## src/rtl/display_spi_receiver_pkg.sv

```systemverilog
// Shared constants and state encoding for the display SPI receiver.
package display_spi_receiver_pkg;

  localparam int unsigned ByteWidth        = 8;
  localparam int unsigned DefaultFifoDepth = 4;
  localparam int unsigned BitCntWidth      = $clog2(ByteWidth);

  typedef enum logic [0:0] {
    StIdle  = 1'b0,
    StShift = 1'b1
  } rx_state_e;

endpackage

```

## src/rtl/sync_fifo.sv

```systemverilog
// Single-clock FIFO with a registered head entry.
// The head output always reflects the oldest entry.
module sync_fifo import display_spi_receiver_pkg::*; #(
  parameter int unsigned DEPTH = DefaultFifoDepth,
  parameter int unsigned WIDTH = ByteWidth + 1
) (
  input  logic             clk,
  input  logic             rst_n,
  input  logic             push,
  input  logic [WIDTH-1:0] wdata,
  input  logic             pop,
  output logic [WIDTH-1:0] rdata,
  output logic             empty,
  output logic             full
);

  localparam int unsigned     PtrW    = $clog2(DEPTH);
  localparam logic [PtrW:0]   FullCnt = (PtrW + 1)'(DEPTH);
  localparam logic [PtrW:0]   OneCnt  = (PtrW + 1)'(1);

  logic [WIDTH-1:0] mem_q [DEPTH];
  logic [PtrW-1:0]  wptr_q, rptr_q, rptr_nxt;
  logic [PtrW:0]    count_q, count_d;
  logic [WIDTH-1:0] head_q, head_d;
  logic             push_ok, pop_ok;

  assign empty    = (count_q == '0);
  assign full     = (count_q == FullCnt);
  assign pop_ok   = pop && !empty;
  // A pop frees the slot, so a push into a full FIFO still succeeds in that cycle.
  assign push_ok  = push && (!full || pop_ok);
  assign rptr_nxt = rptr_q + 1'b1;
  assign rdata    = head_q;

  // Next occupancy and next head entry.
  always_comb begin
    count_d = count_q;
    head_d  = head_q;
    unique case ({push_ok, pop_ok})
      2'b10:   count_d = count_q + 1'b1;
      2'b01:   count_d = count_q - 1'b1;
      default: count_d = count_q;
    endcase
    // Incoming data becomes head directly when nothing older remains.
    if (push_ok && (empty || (pop_ok && count_q == OneCnt))) begin
      head_d = wdata;
    end else if (pop_ok && count_q != OneCnt) begin
      head_d = mem_q[rptr_nxt];
    end
  end

  // Storage array; contents only matter behind valid pointers, so no reset.
  always_ff @(posedge clk) begin
    if (push_ok) begin
      mem_q[wptr_q] <= wdata;
    end
  end

  // Pointer, occupancy and head registers.
  always_ff @(posedge clk or negedge rst_n) begin
    if (!rst_n) begin
      wptr_q  <= '0;
      rptr_q  <= '0;
      count_q <= '0;
      head_q  <= '0;
    end else begin
      if (push_ok) wptr_q <= wptr_q + 1'b1;
      if (pop_ok)  rptr_q <= rptr_nxt;
      count_q <= count_d;
      head_q  <= head_d;
    end
  end

endmodule

```

## src/rtl/display_spi_receiver.sv

```systemverilog
// SPI mode-0 receiver for a display command/data stream.
// Bytes are tagged with dc and queued for the consumer.
module display_spi_receiver import display_spi_receiver_pkg::*; #(
  parameter int unsigned FIFO_DEPTH  = DefaultFifoDepth,
  parameter int unsigned SYNC_STAGES = 2
) (
  input  logic                 clk,
  input  logic                 rst_n,
  input  logic                 sclk,
  input  logic                 cs,
  input  logic                 dc,
  input  logic                 mosi,
  output logic [ByteWidth-1:0] outData,
  output logic                 outIsData,
  output logic                 outValid,
  input  logic                 outReady,
  output logic                 frameErr,
  output logic                 overflow,
  input  logic                 clearErr
);

  logic [SYNC_STAGES-1:0] sclk_sync_q, cs_sync_q, dc_sync_q, mosi_sync_q;
  logic                   sclk_s, cs_s, dc_s, mosi_s;
  logic                   sclk_prev_q, cs_prev_q;
  logic                   sclk_rise, cs_fall, cs_rise;

  rx_state_e              state_q, state_d;
  logic [BitCntWidth-1:0] bit_cnt_q, bit_cnt_d;
  // Holds the first seven bits; the eighth comes straight from mosi at push time.
  logic [ByteWidth-2:0]   shreg_q, shreg_d;
  logic                   push, frame_set, ovf_set;
  logic                   frame_err_q, overflow_q;

  logic [ByteWidth:0]     fifo_rdata;
  logic                   fifo_empty, fifo_full, fifo_pop;

  // Synchronizer chains, reset to the idle bus levels.
  always_ff @(posedge clk or negedge rst_n) begin
    if (!rst_n) begin
      sclk_sync_q <= '0;
      cs_sync_q   <= '1;
      dc_sync_q   <= '0;
      mosi_sync_q <= '0;
    end else begin
      sclk_sync_q[0] <= sclk;
      cs_sync_q[0]   <= cs;
      dc_sync_q[0]   <= dc;
      mosi_sync_q[0] <= mosi;
      for (int i = 1; i < int'(SYNC_STAGES); i++) begin
        sclk_sync_q[i] <= sclk_sync_q[i-1];
        cs_sync_q[i]   <= cs_sync_q[i-1];
        dc_sync_q[i]   <= dc_sync_q[i-1];
        mosi_sync_q[i] <= mosi_sync_q[i-1];
      end
    end
  end

  assign sclk_s = sclk_sync_q[SYNC_STAGES-1];
  assign cs_s   = cs_sync_q[SYNC_STAGES-1];
  assign dc_s   = dc_sync_q[SYNC_STAGES-1];
  assign mosi_s = mosi_sync_q[SYNC_STAGES-1];

  // Previous synchronized samples for edge detection.
  always_ff @(posedge clk or negedge rst_n) begin
    if (!rst_n) begin
      sclk_prev_q <= 1'b0;
      cs_prev_q   <= 1'b1;
    end else begin
      sclk_prev_q <= sclk_s;
      cs_prev_q   <= cs_s;
    end
  end

  assign sclk_rise = sclk_s && !sclk_prev_q;
  assign cs_fall   = !cs_s && cs_prev_q;
  assign cs_rise   = cs_s && !cs_prev_q;

  // Receive FSM: frame tracking, bit shifting and byte push.
  always_comb begin
    state_d   = state_q;
    bit_cnt_d = bit_cnt_q;
    shreg_d   = shreg_q;
    push      = 1'b0;
    frame_set = 1'b0;
    unique case (state_q)
      StIdle: begin
        if (cs_fall) begin
          state_d   = StShift;
          bit_cnt_d = '0;
          shreg_d   = '0;
        end
      end
      StShift: begin
        if (cs_rise) begin
          state_d   = StIdle;
          frame_set = (bit_cnt_q != '0);
          bit_cnt_d = '0;
          shreg_d   = '0;
        end else if (sclk_rise && !cs_s) begin
          shreg_d   = {shreg_q[ByteWidth-3:0], mosi_s};
          bit_cnt_d = bit_cnt_q + 1'b1;
          push      = (bit_cnt_q == BitCntWidth'(ByteWidth - 1));
        end
      end
    endcase
  end

  // FSM, bit counter and shift register state.
  always_ff @(posedge clk or negedge rst_n) begin
    if (!rst_n) begin
      state_q   <= StIdle;
      bit_cnt_q <= '0;
      shreg_q   <= '0;
    end else begin
      state_q   <= state_d;
      bit_cnt_q <= bit_cnt_d;
      shreg_q   <= shreg_d;
    end
  end

  assign fifo_pop = !fifo_empty && outReady;
  assign ovf_set  = push && fifo_full && !fifo_pop;

  // Sticky error flags; a new set event beats clearErr.
  always_ff @(posedge clk or negedge rst_n) begin
    if (!rst_n) begin
      frame_err_q <= 1'b0;
      overflow_q  <= 1'b0;
    end else begin
      if (frame_set)     frame_err_q <= 1'b1;
      else if (clearErr) frame_err_q <= 1'b0;
      if (ovf_set)       overflow_q  <= 1'b1;
      else if (clearErr) overflow_q  <= 1'b0;
    end
  end

  sync_fifo #(
    .DEPTH (FIFO_DEPTH),
    .WIDTH (ByteWidth + 1)
  ) u_fifo (
    .clk   (clk),
    .rst_n (rst_n),
    .push  (push),
    .wdata ({dc_s, shreg_q, mosi_s}),
    .pop   (fifo_pop),
    .rdata (fifo_rdata),
    .empty (fifo_empty),
    .full  (fifo_full)
  );

  assign outData   = fifo_rdata[ByteWidth-1:0];
  assign outIsData = fifo_rdata[ByteWidth];
  assign outValid  = !fifo_empty;
  assign frameErr  = frame_err_q;
  assign overflow  = overflow_q;

endmodule

```

## config.mk

```make
export PLATFORM = sky130hd
export DESIGN_NAME = display_spi_receiver
export DESIGN_NICKNAME = d
export VERILOG_FILES = /design/src/rtl/display_spi_receiver_pkg.sv /design/src/rtl/sync_fifo.sv /design/src/rtl/display_spi_receiver.sv
export SDC_FILE = /design/constraint.sdc
export NUM_CORES = 1
export LEC_CHECK = 0
export BUFFER_PORTS_ARGS = -buffer_cell sky130_fd_sc_hd__buf_2
export CAP_MARGIN = 20
export CORE_UTILIZATION = 54
export CTS_CLUSTER_SIZE = 12
export DETAILED_ROUTE_END_ITERATION = 12
export PLACE_DENSITY = 0.83
export SETUP_SLACK_MARGIN = 0.3
export SYNTH_ARGS = -nofsm -noshare
export SYNTH_HDL_FRONTEND = slang
export SYNTH_SLANG_ARGS = --single-unit
```

## constraint.sdc

```tcl
create_clock -name clk -period 4.7 [get_ports clk]
set_input_delay 0.94 -clock clk [delete_from_list [all_inputs] [get_ports clk]]
set_output_delay 0.94 -clock clk [all_outputs]
set_load 0.03 [all_outputs]
```

== After elaboration in Yosys (flattened, before gate mapping) ==
Memories as Yosys holds them, arrays and structs flattened.
Cells that the tools add are included.

* Output and inout port bits: 12
* Word-level logic and storage cells: 81
* RAM bits: 36
* Memories kept: 1
* Flip-flop bits (word level): 39

{| class="wikitable"
|+ Memory list
! memory !! words !! width !! rd ports !! clocked after memory_dff !! write ports !! line !! RTL
|-
| u_fifo.mem_q || 4 || 9 || 1 || 0 || 1 || sync_fifo.sv:21 || <nowiki>logic [WIDTH-1:0] mem_q [DEPTH];</nowiki>
|}

* Mux-type cells: 24
* Eq/ne operators: 8
* Bitwise operators: 1
* Add/sub/neg operators: 5
* Reduce and logical (&&, ||, !) cells: 27

{| class="wikitable"
|+ Operators with widths
! operator !! number
|-
| 7-bit two-way mux || 3
|-
| 9-bit two-way mux || 2
|-
| 7-bit one-hot mux with 2 select lines || 1
|-
| 1-bit logical AND || 12
|-
| 1-bit two-way mux || 12
|-
| 3-bit one-hot mux with 2 select lines || 2
|-
| 3-bit two-way mux || 3
|-
| 2-bit nonzero test || 4
|-
| 3-bit by 1-bit adder with 3-bit output, second input constant || 2
|-
| 3-bit == test, second input constant || 2
|-
| 1-bit logical NOT || 6
|-
| 2-bit by 1-bit adder with 2-bit output, second input constant || 2
|-
| 3-bit by 1-bit == test with 1-bit output, second input constant || 1
|-
| 3-bit logical NOT || 1
|-
| 3-bit by 1-bit != test with 1-bit output, second input constant || 1
|-
| 3-bit by 2-bit != test with 1-bit output, second input constant || 1
|-
| 3-bit nonzero test || 1
|-
| 3-bit by 1-bit subtractor with 3-bit output, second input constant || 1
|-
| 2-bit by 1-bit == test with 1-bit output, second input constant || 1
|-
| 2-bit == test, second input constant || 1
|-
| 1-bit logical OR || 2
|-
| 2-bit != test, second input constant || 1
|-
| 1-bit one-hot mux with 2 select lines || 1
|-
| 2-bit AND reduction || 1
|-
| 1-bit NOT || 1
|}

== Depth between registers and ports, before layout ==
* Word-level depth: 9
* Gate-level depth with buffers: 7

== Cells and area by module ==
A second synthesis with hierarchy kept.

* Cells, all modules: 210
* Area, all modules: 3135.5 µm²

{| class="wikitable"
|+ By module, submodules not included
! module !! seq. area each (µm²) !! area each (µm²) !! cells an instance !! instances
|-
| sync_fifo || 1481.4 || 2218.4 || 143 || 1
|-
| display_spi_receiver || 579.3 || 917.1 || 67 || 1
|}

== Worst setup path before layout ==
No wires, ideal clock.

* Path kind: input to register
* Start point: input outReady
* End point: memory u_fifo.mem_q[0][0] (netlist name), enable pin
* Data arrival time: 1.721 ns
* Slack: 2.642 ns
* Stages on the path: 4
* Library setup time: 0.337 ns
* Cells stage by stage: clkbuf_1 nor2_1 nor2_2 and2_1

* Cells in the longest elaborated chain, start to end: 6

{| class="wikitable"
|+ Ends and longest elaborated chain
! what !! line !! RTL
|-
| start, declared || display_spi_receiver.sv:16 || <nowiki>input logic outReady,</nowiki>
|-
| 1-bit logical AND || display_spi_receiver.sv:121 || <nowiki>assign fifo_pop = !fifo_empty && outReady;</nowiki>
|-
| 1-bit logical AND || sync_fifo.sv:29 || <nowiki>assign pop_ok = pop && !empty;</nowiki>
|-
| 1-bit logical OR || sync_fifo.sv:31 || <nowiki>assign push_ok = push && (!full || pop_ok);</nowiki>
|-
| 1-bit logical AND || sync_fifo.sv:31 ||
|-
| 1-bit two-way mux || sync_fifo.sv:54 || <nowiki>if (push_ok) begin</nowiki>
|-
| 1-bit two-way mux (not written as such) || sync_fifo.sv:55 || <nowiki>mem_q[wptr_q] <= wdata;</nowiki>
|-
| end, declared || sync_fifo.sv:21 ||
|}

Every way passes these cells.

== Worst setup path after layout ==
* Start point: register u_fifo.count_q[1]
* End point: output outValid

* Cells in the longest elaborated chain, start to end: 2

{| class="wikitable"
|+ Ends and longest elaborated chain
! what !! line !! RTL
|-
| start, declared || sync_fifo.sv:23 || <nowiki>logic [PtrW:0] count_q, count_d;</nowiki>
|-
| start signal, assigned || sync_fifo.sv:69 || <nowiki>count_q <= count_d;</nowiki>
|-
| 3-bit logical NOT || sync_fifo.sv:27 || <nowiki>assign empty = (count_q == '0);</nowiki>
|-
| 1-bit logical NOT || display_spi_receiver.sv:153 || <nowiki>assign outValid = !fifo_empty;</nowiki>
|-
| end, declared || display_spi_receiver.sv:15 || <nowiki>output logic outValid,</nowiki>
|}

Every way passes these cells.

==> flow_metrics.tcl <==
set metrics [dict create \
    outcome "finished clean" \
    fmax_mhz 393 \
    post-cts-setup-buffers 0 \
    final_util 0.627 \
    power_switching_uw 590 \
    ir_worst_vdd_uv 245 \
    yosysWarningCount 0 \
    crit_path_cell_trace "inv_1, ha_1, nand2_1, buf_2" \
    post_drt_via_cell_ratio 5.58 \
    synth.distinct_cells 43 \
    routed_wl_mm 5.15 \
    dp_hpwl_mm 3.36 \
    synthTopCellsByCount "dfrtp_1 (36), edfxtp_1 (36), nand2_1 (29)" \
    ant_nets 0 \
    p_comb_frac 0.263 \
    swShare 0.321 \
    synth.cell_area_sq_um 3150 \
    areaGrowthSynthToFinish_pct 10.8 \
    worst_pin_slew_ns 0.889 \
    core_area_sq_um 5570 \
    start_util 0.566 \
    place_congestion 0.789 \
    die_w_microns 78.4 \
    ys_seq_elements 75 \
    cts_max_level 3 \
    antenna_found_initial 0 \
    grt_util_all_layers 0.193 \
    fin_setup_tns_ns 0 \
    grt_pass1_wl_mm 8.46 \
    final_nets 262 \
    setup_ws_ns 2.16 \
    synthCells 222 \
    diodes 0 \
    grt_max_degree 40 \
    use_met1 0.243 \
    drtPass1Iterations 4 \
    critPathLaunchType "flip-flop" \
    post-route-drc-count 0 \
    cp-end-kind "output port" \
    rsz0062_at_grt "no" \
    synth_nets 241 \
    crit_slowest_cell "dfrtp_1" \
    cts_sinks 75 \
    use_met3 0.0558 \
    drive_gt1_frac 0.210 \
    p_int_mw 1.25 \
    finalClockSkew_ns 0.00868 \
    hold_viol_final 0 \
    finalSetupViolCount 0 \
    min_period_ns 2.54 \
    min_period_over_period 0.541 \
    p_leak_nw 1.39 \
    port_buffers 19 \
    wl_per_cell_microns 16.1 \
    hp-class "reg2reg" \
    power.density_nw_per_um2 525 \
    maxCapViolations 0 \
    netlist_top_cells_area "edfxtp_1 (34%), dfrtp_1 (29%), mux4_2 (6.4%), ha_1 (4.4%), nand2_1 (3.5%)" \
    die_h_microns 78.4 \
    p_seq_frac 0.471 \
    yosysTopAreaCellShare 0.343 \
    cts_hold_buf 0 \
    overflow 0 \
    numCtsBuffers 9 \
    yosys.area.top_type "edfxtp_1" \
    cts_root_buf "clkbuf_8" \
    syn_area_per_cell_sq_um 14.2 \
    critPathMaxStageDelay_ns 0.45 \
    synth-edff-count 36 \
    clkTransAtPathRegs_ns 0.08 \
    cts_tree "yes" \
    ys.flop_type "edfxtp_1" \
    busiest_layer "met2" \
    clock_path_buffers 2 \
    drv_slew 0 \
    clk_latency_ns 0.34 \
    via_count 1786 \
    ios 20 \
    cts_resized 0 \
    fp-row-count 27 \
    async_flop_share 0.520 \
    met2_usage 0.305 \
    relSlewSlack 0.407 \
    cp.arrival_ns 1.60 \
    cp.required_ns 3.76 \
    ys_seq_area_frac 0.653 \
    grt_pass1_vias 1701 \
    p_clk_frac 0.266 \
    whs_ns 0.351 \
    pre_cts_ws_ns 2.12 \
    die-area_sq_um 6150 \
    worstPathMaxFanout 7 \
    path_class "reg2out" \
    first_iter_violations 196 \
]
per-layer routing:
| metal | wire length (microns) | vias to the layer above |
|---|---|---|
| li1 | - | 854 |
| met1 | 2200 | 874 |
| met2 | 2550 | 49 |
| met3 | 289 | 9 |
| met4 | 104 | 0 |
| met5 | 0 | - |
layout by cell type (no fill, tap or decap), types with 2 or more instances in the layout:
cell	count
nand2b_1	6
dfstp_2	3
a21oi_1	5
mux4_2	9
dfrtp_1	36
nor2b_1	2
nand2_1	29
buf_2	19
o32ai_1	2
inv_1	12
clkinv_2	2
clkbuf_1	2
nor2_1	2
ha_1	11
nand3_1	2
o21ai_0	14
and3_1	2
mux2i_1	5
o221a_2	2
a311o_1	2
clkbuf_8	9
and2_1	4
a31oi_1	3
o21ai_1	2
a221o_1	2
xnor2_1	5
clkbuf_16	2
edfxtp_1	36
final timing paths:
| path | slack [ns] | depth (start not counted) | endpoint | startpoint |
|---|---|---|---|---|
| worst min register to register | 0.35 | 0 | sclk_sync_q[1] | sclk_sync_q[0] |
| min in group asynchronous | 0.72 | 1 | u_fifo.rdata[4] | rst_n |
| worst max-delay path | 2.16 | 4 | outValid | u_fifo.count_q[1] |
| worst max register to register | 2.40 | 6 | u_fifo.mem_q[1][2] | bit_cnt_q[0] |
| max in group asynchronous | 3.43 | 1 | shreg_q[2] | rst_n |
| worst min-delay path | 0.35 | 0 | sclk_sync_q[1] | sclk_sync_q[0] |
kinds of logic after synthesis:
family | count (synthesis) | share of synthesized area
DFF | 75 | 0.653
and+or+nand+nor | 55 | 0.0904
AOI/OAI and AO/OA | 40 | 0.0869
buffers and inverters | 21 | 0.0282
muxes | 15 | 0.0837
adders and majority gates | 11 | 0.0436
xor gates and xnor gates | 5 | 0.0139
power by group through the flow:
stage               Clock [mW]  Sequential (mW)  Combinational [mW]
detailed placement           0            0.881               0.485
global placement             0            0.878               0.472
CTS                      0.497            0.868               0.486
finish                   0.488            0.864               0.483
global route             0.523            0.884               0.526
floorplan                    0            0.901               0.348
layout make-up:
| type | count | area, sq um |
|---|---|---|
| clock inverters | 3 | 18.8 |
| clock buffers | 13 | 181 |
| flip-flops and latches | 75 | 2060 |
| inverters | 12 | 45.0 |
| well taps | 72 | 90.1 |
| fillers | 399 | 2080 |
| multi-input cells | 126 | 1000 |
| repair buffers | 19 | 95.1 |
worst max-delay path, delay by kind of cell, from the launching register on:
| family | cells | cell delay, ns |
|---|---|---|
| adder cells (fa/ha/maj) | 1 | 0.30 |
| buffers and inverters | 2 | 0.34 |
| AND/OR/NAND/NOR | 1 | 0.18 |
| flip-flops | 1 | 0.45 |
per-stage QoR:
step | instances | total power [mW] | cell area, sq um
after floorplan | 222 | 1.25 | 3150
after CTS | 320 | 1.85 | 3500
final | 320 | 1.83 | 3500
after detailed placement | 304 | 1.37 | 3300
after global placement | 304 | 1.35 | 3300
after global routing | 320 | 1.93 | 3500
sequential cells by signal (all words and copies together), names as in the netlist, 2 cells and up:
signal and cells:
u_fifo.wptr_q 2, shreg_q 7, u_fifo.rptr_q 2, mosi_sync_q 2, u_fifo.mem_q 36, u_fifo.rdata 9
bit_cnt_q 3, sclk_sync_q 2, dc_sync_q 2, cs_sync_q 2, u_fifo.count_q 3
Power figures use the tool's default switching activity.
